--- config.mk ---
export PLATFORM = sky130hd
export DESIGN_NAME = bp_lce_req_gen_flat
export DESIGN_NICKNAME = d
export VERILOG_FILES = /design/src/rtl/bp_lce_req_gen_if.sv /design/src/rtl/bp_lce_req_gen.sv /design/src/flat_wrapper.sv
export SDC_FILE = /design/constraint.sdc
export NUM_CORES = 1
export LEC_CHECK = 0
export BUFFER_PORTS_ARGS = -buffer_cell sky130_fd_sc_hd__buf_2
export CAP_MARGIN = 20
export CORE_MARGIN = 2
export CORE_UTILIZATION = 50
export DETAILED_ROUTE_END_ITERATION = 7
export PLACE_DENSITY = 0.92
export SYNTH_ARGS = -nofsm -noshare
export SYNTH_HDL_FRONTEND = slang
export SYNTH_SLANG_ARGS = --single-unit
--- constraint.sdc ---
create_clock -name clk_i -period 5.06 [get_ports clk_i]
set_input_delay 0.506 -clock clk_i [delete_from_list [all_inputs] [get_ports clk_i]]
set_output_delay 0.506 -clock clk_i [all_outputs]
set_load 0.01 [all_outputs]
--- src/rtl/bp_lce_req_gen_if.sv ---
// Cache-side request bus and LCE-side request/response buses of bp_lce_req_gen.
// The master modport is the request generator; slave is its environment.
interface bp_lce_req_gen_if #(
    parameter int paddr_width_p  = 40,
    parameter int cce_id_width_p = 2,
    parameter int way_width_p    = 3
);
    logic                      cache_req_v_i;
    logic                      cache_req_ready_o;
    logic [1:0]                cache_req_type_i;
    logic [paddr_width_p-1:0]  cache_req_addr_i;
    logic [1:0]                cache_req_size_i;
    logic [63:0]               cache_req_data_i;
    logic                      cache_req_metadata_v_i;
    logic [way_width_p-1:0]    cache_req_way_i;
    logic                      cache_req_dirty_i;

    logic                      lce_req_v_o;
    logic                      lce_req_ready_i;
    logic [1:0]                lce_req_type_o;
    logic [paddr_width_p-1:0]  lce_req_addr_o;
    logic [way_width_p-1:0]    lce_req_way_o;
    logic                      lce_req_dirty_o;
    logic [1:0]                lce_req_size_o;
    logic [63:0]               lce_req_data_o;
    logic [cce_id_width_p-1:0] dst_id_o;
    logic                      lce_resp_v_o;
    logic                      lce_resp_yumi_i;

    modport master (
        input  cache_req_v_i, cache_req_type_i, cache_req_addr_i, cache_req_size_i,
               cache_req_data_i, cache_req_metadata_v_i, cache_req_way_i, cache_req_dirty_i,
               lce_req_ready_i, lce_resp_yumi_i,
        output cache_req_ready_o,
               lce_req_v_o, lce_req_type_o, lce_req_addr_o, lce_req_way_o, lce_req_dirty_o,
               lce_req_size_o, lce_req_data_o, dst_id_o, lce_resp_v_o
    );

    modport slave (
        output cache_req_v_i, cache_req_type_i, cache_req_addr_i, cache_req_size_i,
               cache_req_data_i, cache_req_metadata_v_i, cache_req_way_i, cache_req_dirty_i,
               lce_req_ready_i, lce_resp_yumi_i,
        input  cache_req_ready_o,
               lce_req_v_o, lce_req_type_o, lce_req_addr_o, lce_req_way_o, lce_req_dirty_o,
               lce_req_size_o, lce_req_data_o, dst_id_o, lce_resp_v_o
    );
endinterface

--- src/rtl/bp_lce_req_gen.sv ---
// LCE request generator: turns cache miss/uncached requests into LCE requests and coh_acks.
// Optional SLEEP watchdog enabled by defining BP_LCE_REQ_WATCHDOG_EN.
module bp_lce_req_gen #(
    parameter int paddr_width_p       = 40,
    parameter int cce_id_width_p      = 2,
    parameter int assoc_p             = 8,
    parameter int timeout_max_limit_p = 4,
    parameter int sleep_timeout_p     = 1024,
    localparam int way_width_lp       = (assoc_p > 1) ? $clog2(assoc_p) : 1
) (
    input  logic                   clk_i,
    input  logic                   reset_n_i,
    input  logic [3:0]             lce_id_i,
    input  logic                   coherence_blocked_i,
    input  logic                   cmd_ready_i,
    input  logic                   data_received_i,
    input  logic                   set_tag_received_i,
    input  logic                   set_tag_wakeup_received_i,
    input  logic                   uc_data_received_i,
    output logic                   err_o,
    bp_lce_req_gen_if.master       bus
);

    localparam int cnt_width_lp = $clog2(timeout_max_limit_p + 1);

    typedef enum logic [1:0] {
        READY = 2'd0,
        SEND  = 2'd1,
        SLEEP = 2'd2,
        ACK   = 2'd3
    } state_e;

    state_e                    r_state;
    state_e                    w_next_state;
    logic [1:0]                r_type;
    logic [paddr_width_p-1:0]  r_addr;
    logic [1:0]                r_size;
    logic [63:0]               r_data;
    logic [way_width_lp-1:0]   r_way;
    logic                      r_dirty;
    logic                      r_meta_v;
    logic                      r_tag_flag;
    logic                      r_data_flag;
    logic [cnt_width_lp-1:0]   r_blk_cnt;

    logic                      w_timeout;
    logic                      w_ready;
    logic                      w_accept;
    logic                      w_is_uc;
    logic                      w_req_v;
    logic                      w_send_done;
    logic                      w_tag_seen;
    logic                      w_data_seen;
    logic                      w_err;
    logic [paddr_width_p-1:0]  w_addr_mask;
    logic [paddr_width_p-1:0]  w_req_addr;
    logic [paddr_width_p-1:0]  w_addr_out;
    logic                      w_unused;

    assign w_unused    = ^{lce_id_i, 32'(sleep_timeout_p)};

    assign w_timeout   = (r_blk_cnt == cnt_width_lp'(timeout_max_limit_p));
    assign w_ready     = (r_state == READY) & cmd_ready_i & ~w_timeout;
    assign w_accept    = bus.cache_req_v_i & w_ready;
    assign w_is_uc     = r_type[1];
    assign w_req_v     = (r_state == SEND) & (w_is_uc | r_meta_v);
    assign w_send_done = w_req_v & bus.lce_req_ready_i;
    assign w_tag_seen  = r_tag_flag | set_tag_received_i;
    assign w_data_seen = r_data_flag | data_received_i;

    // Uncached requests are aligned to their own size; misses carry the full address.
    assign w_addr_mask = ~((paddr_width_p'(1) << r_size) - paddr_width_p'(1));
    assign w_req_addr  = w_is_uc ? (r_addr & w_addr_mask) : r_addr;

    always_ff @(posedge clk_i) begin
        if (!reset_n_i) begin
            r_blk_cnt <= '0;
        end else if (!coherence_blocked_i) begin
            r_blk_cnt <= '0;
        end else if (!w_timeout) begin
            r_blk_cnt <= r_blk_cnt + cnt_width_lp'(1);
        end
    end

`ifdef BP_LCE_REQ_WATCHDOG_EN
    localparam int sleep_width_lp = $clog2(sleep_timeout_p + 1);

    logic [sleep_width_lp-1:0] r_sleep_cnt;

    always_ff @(posedge clk_i) begin
        if (!reset_n_i || (r_state != SLEEP)) begin
            r_sleep_cnt <= '0;
        end else begin
            r_sleep_cnt <= r_sleep_cnt + sleep_width_lp'(1);
        end
    end
`endif

    always_ff @(posedge clk_i) begin
        if (!reset_n_i) begin
            r_state <= READY;
        end else begin
            r_state <= w_next_state;
        end
    end

    always_comb begin
        w_next_state = r_state;
        w_err        = 1'b0;
        case (r_state)
            READY: begin
                if (w_accept) begin
                    w_next_state = SEND;
                end
            end
            SEND: begin
                if (w_send_done) begin
                    w_next_state = (r_type == 2'd3) ? READY : SLEEP;
                end
            end
            SLEEP: begin
                if (set_tag_wakeup_received_i) begin
                    w_next_state = ACK;
                end else if (r_type == 2'd2) begin
                    if (uc_data_received_i) begin
                        w_next_state = READY;
                    end
                end else if (w_tag_seen && w_data_seen) begin
                    w_next_state = ACK;
                end
`ifdef BP_LCE_REQ_WATCHDOG_EN
                // Watchdog fires only when no legitimate exit happens this cycle.
                if ((w_next_state == SLEEP) &&
                    (r_sleep_cnt == sleep_width_lp'(sleep_timeout_p - 1))) begin
                    w_err        = 1'b1;
                    w_next_state = READY;
                end
`endif
            end
            ACK: begin
                if (bus.lce_resp_yumi_i) begin
                    w_next_state = READY;
                end
            end
            default: begin
                w_next_state = READY;
            end
        endcase
    end

    // Request latches; metadata is captured once, the earliest valid beat wins.
    always_ff @(posedge clk_i) begin
        if (!reset_n_i) begin
            r_type      <= '0;
            r_addr      <= '0;
            r_size      <= '0;
            r_data      <= '0;
            r_way       <= '0;
            r_dirty     <= 1'b0;
            r_meta_v    <= 1'b0;
            r_tag_flag  <= 1'b0;
            r_data_flag <= 1'b0;
        end else if (w_accept) begin
            r_type      <= bus.cache_req_type_i;
            r_addr      <= bus.cache_req_addr_i;
            r_size      <= bus.cache_req_size_i;
            r_data      <= bus.cache_req_data_i;
            r_meta_v    <= bus.cache_req_metadata_v_i;
            r_tag_flag  <= 1'b0;
            r_data_flag <= 1'b0;
            if (bus.cache_req_metadata_v_i) begin
                r_way   <= bus.cache_req_way_i;
                r_dirty <= bus.cache_req_dirty_i;
            end
        end else if (r_state == SEND) begin
            if (bus.cache_req_metadata_v_i && !r_meta_v) begin
                r_way    <= bus.cache_req_way_i;
                r_dirty  <= bus.cache_req_dirty_i;
                r_meta_v <= 1'b1;
            end
        end else if (r_state == SLEEP) begin
            if (set_tag_received_i) begin
                r_tag_flag <= 1'b1;
            end
            if (data_received_i) begin
                r_data_flag <= 1'b1;
            end
        end
    end

    // Every output is forced low while reset is asserted.
    assign w_addr_out            = reset_n_i ? w_req_addr : '0;
    assign bus.cache_req_ready_o = reset_n_i & w_ready;
    assign bus.lce_req_v_o       = reset_n_i & w_req_v;
    assign bus.lce_req_type_o    = reset_n_i ? r_type  : 2'd0;
    assign bus.lce_req_addr_o    = w_addr_out;
    assign bus.lce_req_way_o     = reset_n_i ? r_way   : '0;
    assign bus.lce_req_dirty_o   = reset_n_i & r_dirty;
    assign bus.lce_req_size_o    = reset_n_i ? r_size  : 2'd0;
    assign bus.lce_req_data_o    = reset_n_i ? r_data  : 64'd0;
    assign bus.dst_id_o          = w_addr_out[6 +: cce_id_width_p];
    assign bus.lce_resp_v_o      = reset_n_i & (r_state == ACK);
    assign err_o                 = reset_n_i & w_err;

endmodule

--- src/flat_wrapper.sv ---
// flat-port wrapper written by rule: the top's interface ports become plain ports
module bp_lce_req_gen_flat 
#(
    parameter int paddr_width_p       = 40,
    parameter int cce_id_width_p      = 2,
    parameter int assoc_p             = 8,
    parameter int timeout_max_limit_p = 4,
    parameter int sleep_timeout_p     = 1024,
    localparam int way_width_lp       = (assoc_p > 1) ? $clog2(assoc_p) : 1
)
  (clk_i, reset_n_i, lce_id_i, coherence_blocked_i, cmd_ready_i, data_received_i, set_tag_received_i, set_tag_wakeup_received_i, uc_data_received_i, err_o, bus_cache_req_v_i, bus_cache_req_type_i, bus_cache_req_addr_i, bus_cache_req_size_i, bus_cache_req_data_i, bus_cache_req_metadata_v_i, bus_cache_req_way_i, bus_cache_req_dirty_i, bus_lce_req_ready_i, bus_lce_resp_yumi_i, bus_cache_req_ready_o, bus_lce_req_v_o, bus_lce_req_type_o, bus_lce_req_addr_o, bus_lce_req_way_o, bus_lce_req_dirty_o, bus_lce_req_size_o, bus_lce_req_data_o, bus_dst_id_o, bus_lce_resp_v_o);
  bp_lce_req_gen_if #(.paddr_width_p(paddr_width_p), .cce_id_width_p(cce_id_width_p), .way_width_p((3))) bus_i ();
  input  logic clk_i;
  input  logic reset_n_i;
  input  logic [3:0] lce_id_i;
  input  logic coherence_blocked_i;
  input  logic cmd_ready_i;
  input  logic data_received_i;
  input  logic set_tag_received_i;
  input  logic set_tag_wakeup_received_i;
  input  logic uc_data_received_i;
  output logic err_o;
  input wire logic [$bits(bus_i.cache_req_v_i)-1:0] bus_cache_req_v_i;
  input wire logic [$bits(bus_i.cache_req_type_i)-1:0] bus_cache_req_type_i;
  input wire logic [$bits(bus_i.cache_req_addr_i)-1:0] bus_cache_req_addr_i;
  input wire logic [$bits(bus_i.cache_req_size_i)-1:0] bus_cache_req_size_i;
  input wire logic [$bits(bus_i.cache_req_data_i)-1:0] bus_cache_req_data_i;
  input wire logic [$bits(bus_i.cache_req_metadata_v_i)-1:0] bus_cache_req_metadata_v_i;
  input wire logic [$bits(bus_i.cache_req_way_i)-1:0] bus_cache_req_way_i;
  input wire logic [$bits(bus_i.cache_req_dirty_i)-1:0] bus_cache_req_dirty_i;
  input wire logic [$bits(bus_i.lce_req_ready_i)-1:0] bus_lce_req_ready_i;
  input wire logic [$bits(bus_i.lce_resp_yumi_i)-1:0] bus_lce_resp_yumi_i;
  output wire logic [$bits(bus_i.cache_req_ready_o)-1:0] bus_cache_req_ready_o;
  output wire logic [$bits(bus_i.lce_req_v_o)-1:0] bus_lce_req_v_o;
  output wire logic [$bits(bus_i.lce_req_type_o)-1:0] bus_lce_req_type_o;
  output wire logic [$bits(bus_i.lce_req_addr_o)-1:0] bus_lce_req_addr_o;
  output wire logic [$bits(bus_i.lce_req_way_o)-1:0] bus_lce_req_way_o;
  output wire logic [$bits(bus_i.lce_req_dirty_o)-1:0] bus_lce_req_dirty_o;
  output wire logic [$bits(bus_i.lce_req_size_o)-1:0] bus_lce_req_size_o;
  output wire logic [$bits(bus_i.lce_req_data_o)-1:0] bus_lce_req_data_o;
  output wire logic [$bits(bus_i.dst_id_o)-1:0] bus_dst_id_o;
  output wire logic [$bits(bus_i.lce_resp_v_o)-1:0] bus_lce_resp_v_o;
  assign bus_i.cache_req_v_i = bus_cache_req_v_i;
  assign bus_i.cache_req_type_i = bus_cache_req_type_i;
  assign bus_i.cache_req_addr_i = bus_cache_req_addr_i;
  assign bus_i.cache_req_size_i = bus_cache_req_size_i;
  assign bus_i.cache_req_data_i = bus_cache_req_data_i;
  assign bus_i.cache_req_metadata_v_i = bus_cache_req_metadata_v_i;
  assign bus_i.cache_req_way_i = bus_cache_req_way_i;
  assign bus_i.cache_req_dirty_i = bus_cache_req_dirty_i;
  assign bus_i.lce_req_ready_i = bus_lce_req_ready_i;
  assign bus_i.lce_resp_yumi_i = bus_lce_resp_yumi_i;
  assign bus_cache_req_ready_o = bus_i.cache_req_ready_o;
  assign bus_lce_req_v_o = bus_i.lce_req_v_o;
  assign bus_lce_req_type_o = bus_i.lce_req_type_o;
  assign bus_lce_req_addr_o = bus_i.lce_req_addr_o;
  assign bus_lce_req_way_o = bus_i.lce_req_way_o;
  assign bus_lce_req_dirty_o = bus_i.lce_req_dirty_o;
  assign bus_lce_req_size_o = bus_i.lce_req_size_o;
  assign bus_lce_req_data_o = bus_i.lce_req_data_o;
  assign bus_dst_id_o = bus_i.dst_id_o;
  assign bus_lce_resp_v_o = bus_i.lce_resp_v_o;
  bp_lce_req_gen #(.paddr_width_p(paddr_width_p), .cce_id_width_p(cce_id_width_p), .assoc_p(assoc_p), .timeout_max_limit_p(timeout_max_limit_p), .sleep_timeout_p(sleep_timeout_p)) u_core (.clk_i(clk_i), .reset_n_i(reset_n_i), .lce_id_i(lce_id_i), .coherence_blocked_i(coherence_blocked_i), .cmd_ready_i(cmd_ready_i), .data_received_i(data_received_i), .set_tag_received_i(set_tag_received_i), .set_tag_wakeup_received_i(set_tag_wakeup_received_i), .uc_data_received_i(uc_data_received_i), .err_o(err_o), .bus(bus_i));
endmodule
==> results of run 1 <==
-- report_power, final --
part,total (mW),switching [mW],internal (mW)
Sequential,1.11,0.0573,1.05
Clock,1.12,0.425,0.699
Combinational,0.476,0.284,0.192
Total,2.71,0.766,1.94
-- worst max-delay path, delay by kind of cell, from the launching register on --
kind / cells / cell delay [ps]
buffers and inverters: 2 / 650
AND/OR/NAND/NOR: 3 / 1060
AO/OA/AOI/OAI: 1 / 140
adder cells (fa/ha/maj): 1 / 220
flip-flops: 1 / 380
-- cells by family after synthesis --
logic type | after synthesis | share of synthesized area [%]
simple gates | 359 | 31.8
compound gates | 133 | 13.9
flops | 120 | 46.3
buf+inv | 64 | 6.99
fa+ha+maj | 3 | 0.723
xor+xnor | 1 | 0.169
other cells | 1 | 0.0723
-- how the worst min path moves through the flow --
stage | startpoint | end | slack [ps] | cells after the start
CTS | bus_cache_req_addr_i[19] | u_core.r_addr[19] | 220 | 3
floorplan | u_core.r_addr[10] | u_core.r_addr[10] | 430 | 2
detailed placement | u_core.r_data[54] | u_core.r_data[54] | 440 | 2
global placement | u_core.r_addr[20] | u_core.r_addr[20] | 440 | 2
global route | bus_cache_req_data_i[63] | u_core.r_data[63] | 240 | 3
finish | bus_cache_req_addr_i[19] | u_core.r_addr[19] | 250 | 3
-- metrics by stage --
stage / setup slack, ps / instance area [µm²] / hold WS (ps)
3_5_place_dp: 2500 / 6290 / 442
6_report: 2480 / 6840 / 248
5_1_grt: 2270 / 6840 / 239
3_3_place_gp: 2540 / 6290 / 437
2_1_floorplan: 3010 / 5190 / 432
4_1_cts: 2490 / 6840 / 225
-- flip-flops by register name, summed over array words and instances, names as in the netlist --
| signal | cells |
|---|---|
| u_core.r_size | 2 |
| u_core.r_dirty | 1 |
| u_core.r_meta_v | 1 |
| u_core.r_way | 3 |
| u_core.r_data_flag | 1 |
| u_core.r_tag_flag | 1 |
| u_core.r_addr | 40 |
| u_core.r_blk_cnt | 3 |
| u_core.r_data | 64 |
| u_core.r_state | 2 |
| u_core.r_type | 2 |
-- final cells by class --
class | count | area [µm²] | share of cell area [%]
clock inverters | 12 | 128 | 1.87
inverters | 10 | 38.8 | 0.567
well taps | 136 | 170 | 2.49
clock buffers | 20 | 425 | 6.22
repair buffers | 246 | 1250 | 18.2
multi-input cells | 497 | 2430 | 35.5
flip-flops and latches | 120 | 2400 | 35.1
-- metal layers --
metal	up-vias	GRT usage, %	wire length, µm
li1	2589	-	-
met1	2300	26.5	5440
met2	196	39.8	6440
met3	21	7.24	1080
met4	2	7.24	221
met5	-	0	12
-- cells in the final DEF (no fill, tap or decap), drive strengths merged, types with 2 or more instances in the layout --
| cell type | n |
|---|---|
| bufinv | 2 |
| o21ai | 4 |
| buf | 246 |
| ha | 3 |
| a21oi | 115 |
| o221a | 2 |
| inv | 10 |
| nor3 | 2 |
| nor2b | 2 |
| nand2 | 234 |
| and2 | 104 |
| dfxtp | 120 |
| a31oi | 2 |
| nor2 | 7 |
| clkinvlp | 4 |
| a2bb2oi | 4 |
| or2 | 2 |
| clkbuf | 20 |
| clkinv | 6 |
| o211ai | 2 |
==> impl_results.md, run 1 <==
- Die height: 106 µm
- Syn Inst Count: 681
- Slowest-stage cell, CP: and4b_4
- Status: finished, final reports clean
- TritonRoute pass-1 iters: 4
- P_leak: 3.26 nW
- Mean Syn Cell Area: 7.62 µm²
- Total number of yosys warnings: 0
- Reg2Reg Setup Slack: 2480 ps
- Routed Antenna Nets: 0
- Clk Latency, worst-skew pair: 490 ps
- Via density: 4.91
- Synth async-reset ratio: 0%
- Critical Path Start: u_core.r_blk_cnt[0]
- Worst Path Arrival: 2990 ps
- Worst R2R End: u_core.r_data[34]
- RePlAce Congestion: 0.752
- Crit-path max FO: 59
- Largest net degree at the start of global routing: 100
- Io pins: 246
- Final Critical Period: 2580 ps
- Antenna violations before repair: 1
- Placed insts: 1009
- Highest clock rate: 387 MHz
- WL/cell: 12.7 µm
- Chip width: 106 µm
- 1st-iter DRT viols: 309
- Share of the synthesized area in the top cell type: 46.3%
- Layout cells sized above 1: 31.2%
- Crit end category: flop
- Worst vdd ir: 0.311 mV
- Unique cell type count in the Yosys netlist: 36
- Die area: 11200 µm²
- CTS tree: done
- # setup viols final: 0
- Final hold violations: 0
- Reg2Reg Depth: 7
- WL final: 13.2 mm
- GRT Overall Usage: 22.8%
- Synthesized net count: 812
- Critical path destination: u_core.r_data[34]
- Vias in the first global route: 4703
- Post-CTS Hold Fix Bufs: 0
- Worst-Margin Slew: 897 ps
- PortBufs: 240
- Synth top area cells: dfxtp_1, nand2_1, and2_1, a21oi_1, buf_6
- Remaining DRCs: 0
- Final Power: 2.71 mW
- Power density over the cells: 396 nW/µm²
- Fin. max-slew vios: 0
- Synthesis-to-layout area growth: 31.8%
- Post-CTS Repair Setup Buffers: 0
- Post-DP HPWL: 8.77 mm
- Synth top cells by count: nand2_1, dfxtp_1, a21oi_1
- Final cell count without fillers: 1041
- RR Startpoint: u_core.r_blk_cnt[0]
- Max-cap violations: 0
- Core Rows: 37
- Ant diodes: 0
- RSZ-0062 raised after global routing: no
- Clk sinks: 120
- Post-Route Utilization: 67.1%
- CP cell instances: inv_1 > ha_1 > nand2_1 > and4b_4 > buf_4 > nand2_1 > a21oi_1
- EDFF count, synth: 0
- Tcrit/Tclk final: 51.1%
- Skew final: 9.41 ps
- Cell repeated most along the worst path: nand2_1
- Count leader, synth: nand2_1
- Starting Density: 51.0%
- Max Root-Sink Buffers: 2
- Synthesized cell area: 5190 µm²
- CTS H-tree lvls: 4
- # fillers: 913
- Worst Path Required: 5470 ps
- CP Class: reg -> reg
- Worst path max stage delay: 750 ps
- TritonCTS Buffers: 17
- Total core area: 10200 µm²
- Routed via count: 5108
- Total gr overflow: 0
- Area leader, netlist: dfxtp_1
- Post-synth top flop: dfxtp_1
- CTS-repair resized insts: 0
- Final-stage net count: 1023
- Seq/Total Area, Yosys: 46.3%
- Type of element launching the critical path: flop
- FF+latch count, synth: 120
- Min-Delay Path Class: in -> reg
- First-pass GRT wire length: 21.0 mm
- CTS root buffer: clkbuf_8
- Slew HR: 40.2%
- Setup TNS: 0 ps
- Clock slew at reported path FFs: 60 ps
No activity file was read; power rests on OpenSTA's default activity.
==> run 2, diff against run 1 <==
CORE_UTILIZATION = 47   (was 50)
PLACE_DENSITY = 0.88   (was 0.92)
clock period = 2.6 ns   (was 5.06 ns; I/O delays follow)
==> impl_results.md, run 2 (synthesized netlist as in run 1, its figures left out) <==
- Commonest non-fill, non-tap cells in the layout: buf_2, nand2_1, dfxtp_1, a21oi_1, dlygate4sd3_1
- Largest net degree at the start of global routing: 90 (-10%)
- Sw Ratio: 27.3% (-0.98 points)
- Register Area: 2400 µm² (unchanged)
- Status: finished, final reports clean
- Fin. max-slew vios: 0 (unchanged)
- Vias in the first global route: 5657 (+20%)
- RSZ-0062 raised after global routing: no
- Register name with the most flops: u_core.r_data
- Reg2Reg Setup Slack: 490 ps (-1990 ps)
- Setup TNS: 0 ps (unchanged)
- Clk Latency, worst-skew pair: 510 ps (+20 ps)
- 1st-iter DRT viols: 444 (+44%)
- Final Cell Area: 8040 µm² (+18%)
- CTS root buffer: clkbuf_8
- Clk sinks: 120 (unchanged)
- Final Critical Period: 2310 ps
- # setup viols final: 0 (unchanged)
- Power density over the cells: 730 nW/µm² (+85%)
- Worst-Margin Slew: 948 ps (+50.3 ps)
- Total core area: 10800 µm² (+6.0%)
- Min-Delay Path Class: in -> reg
- Ant diodes: 0 (unchanged)
- Remaining DRCs: 0 (unchanged)
- Highest clock rate: 432 MHz
- CTS-repair resized insts: 0 (unchanged)
- Slew HR: 36.8% (-3.4 points)
- Die height: 109 µm (+3.0%)
- Crit-path max FO: 18 (-69%)
- Crit end category: output pin
- Worst Path Required: 2340 ps (-3130 ps)
- Io pins: 246 (unchanged)
- Via density: 5.08 (+3.6%)
- Tcrit/Tclk final: 89.0%
- Antenna violations before repair: 0 (-1)
- Die area: 11900 µm² (+6.1%)
- # fillers: 681 (-25%)
- Core Rows: 38 (+2.7%)
- TritonCTS Buffers: 17 (unchanged)
- Routed via count: 5866 (+15%)
- Reg2Reg Depth: 7 (unchanged)
- WHS Endpoint: u_core.r_addr[13]
- Clock slew at reported path FFs: 60 ps (about the same)
- CP cell instances: or2_2 > ha_1 > a31oi_1 > buf_4 > and2_1 > buf_2
- WL/cell: 15.2 µm (+20%)
- Max FFs per register: 64 (unchanged)
- Worst vdd ir: 0.424 mV (+37%)
- Chip width: 109 µm (+3.0%)
- Cell-internal power: 4.26 mW (+120%)
- Total gr overflow: 0 (unchanged)
- TritonRoute pass-1 iters: 5 (+1)
- GRT Overall Usage: 28.8% (+6.0 points)
- Synthesis-to-layout area growth: 54.9%
- WL final: 17.6 mm (+33%)
- Layout cells sized above 1: 28.4% (-2.8 points)
- Worst path max stage delay: 340 ps (-410 ps)
- Slowest-stage cell, CP: dfxtp_1
- Starting Density: 48.1% (-2.9 points)
- Post-DP HPWL: 8.82 mm (+0.58%)
- Max-cap violations: 0 (unchanged)
- Worst R2R End: u_core.r_data[16]
- Setup WS post-layout: 285 ps (-2190 ps)
- CP Class: reg -> out
- Skew final: 9.30 ps (-0.104 ps)
- Setup WS pre-CTS: 605 ps (-1900 ps)
- Sequential Power Share: 37.0% (-3.9 points)
- Worst Path Arrival: 2050 ps (-940 ps)
- RR Startpoint: u_core.r_blk_cnt[0]
- Type of element launching the critical path: flop
- Final-stage net count: 1132 (+11%)
- Clock Power Share: 43.9% (+2.4 points)
- Routed Antenna Nets: 0 (unchanged)
- Combinational fraction of design power: 19.1% (+1.5 points)
- First-pass GRT wire length: 26.5 mm (+26%)
- Final hold violations: 0 (unchanged)
- Most common cell after layout, fill and taps aside: buf_2
- Critical hold path startpoint: bus_cache_req_addr_i[13]
- Top Registers: u_core.r_data: 64 flops, u_core.r_addr: 40 flops
- CTS H-tree lvls: 4 (unchanged)
- Max Root-Sink Buffers: 2 (unchanged)
- P_leak: 3.76 nW (+16%)
- RePlAce Congestion: 0.748 (-0.54%)
- CTS tree: done
- Placed Area: 6330 µm² (+0.76%)
- PortBufs: 240 (unchanged)
- Area of the multi-input gates: 2430 µm² (unchanged)
- Hold Path Stages: 3 (unchanged)
- Psw: 1.60 mW (+110%)
## run 2: changes by cell type in the layout (fill, tap and decap cells not counted)
cell | previous run | this run
dlygate4sd3_1 | 0 | 105
bufinv_16 | 2 | 5
buf_12 | 0 | 1
clkbuf_8 | 1 | 4
buf_4 | 6 | 9
inv_6 | 1 | 0
clkinv_2 | 5 | 2
clkbuf_1 | 3 | 1
## run 2: power groups by stage
stage	combinational [mW]	sequential, mW	clock (mW)
6_report	1.12	2.17	2.58
5_1_grt	1.24	2.19	2.69
4_1_cts	1.08	2.15	2.60
3_5_place_dp	0.949	2.19	0
3_3_place_gp	0.929	2.18	0
2_1_floorplan	0.730	2.14	0
## run 2: layer usage
metal  GRT usage, %  part of all wire [%]  vias to the layer above
met4           14.1                   3.3                        0
met5              0                     0                        -
li1               -                     -                     2811
met1           31.0                    37                     2674
met2           51.4                    51                      325
met3           8.31                   9.3                       56
## run 2: through the flow
stage	cells	util [%]	total power [mW]	hold slack, ps
finish	1154	74.5	5.87	9.76
global route	1154	74.5	6.12	5.14
CTS	1154	74.5	5.84	0.0545
detailed placement	1017	58.7	3.14	442
global placement	1017	58.7	3.11	437
floorplan	681	-	2.87	396
## run 2: worst max-delay path by stage
stage | from | endpoint | slack (ps)
floorplan | u_core.r_size[0] | bus_lce_req_addr_o[20] | 800
global placement | u_core.r_blk_cnt[0] | u_core.r_addr[0] | 710
detailed placement | u_core.r_blk_cnt[0] | u_core.r_data[2] | 600
CTS | u_core.r_size[0] | bus_dst_id_o[0] | 280
global route | u_core.r_size[0] | bus_lce_req_addr_o[6] | 200
finish | u_core.r_size[0] | bus_lce_req_addr_o[6] | 290
## run 2: area by class of cell
| class | instances | area share, % |
|---|---|---|
| Multi-Input combinational cell | 497 | 30.2 |
| Sequential cell | 120 | 29.9 |
| Timing Repair Buffer | 355 | 29.1 |
| Clock buffer | 21 | 5.71 |
| Clock inverter | 11 | 2.41 |
| Tap cell | 140 | 2.18 |
| Inverter | 10 | 0.483 |
## run 2: critical path: cells and delay by family, from the launching register on
family / cells / cell delay (ps)
compound gates: 1 / 150
fa+ha+maj: 1 / 180
buf+inv: 2 / 370
flops: 1 / 340
simple gates: 2 / 500
## run 2: timing repair
action | 4_1_cts | 5_1_grt
buffers inserted | 0 | 0
hold buffers | 105 | 0
endpoints found under the hold margin | 105 | 0
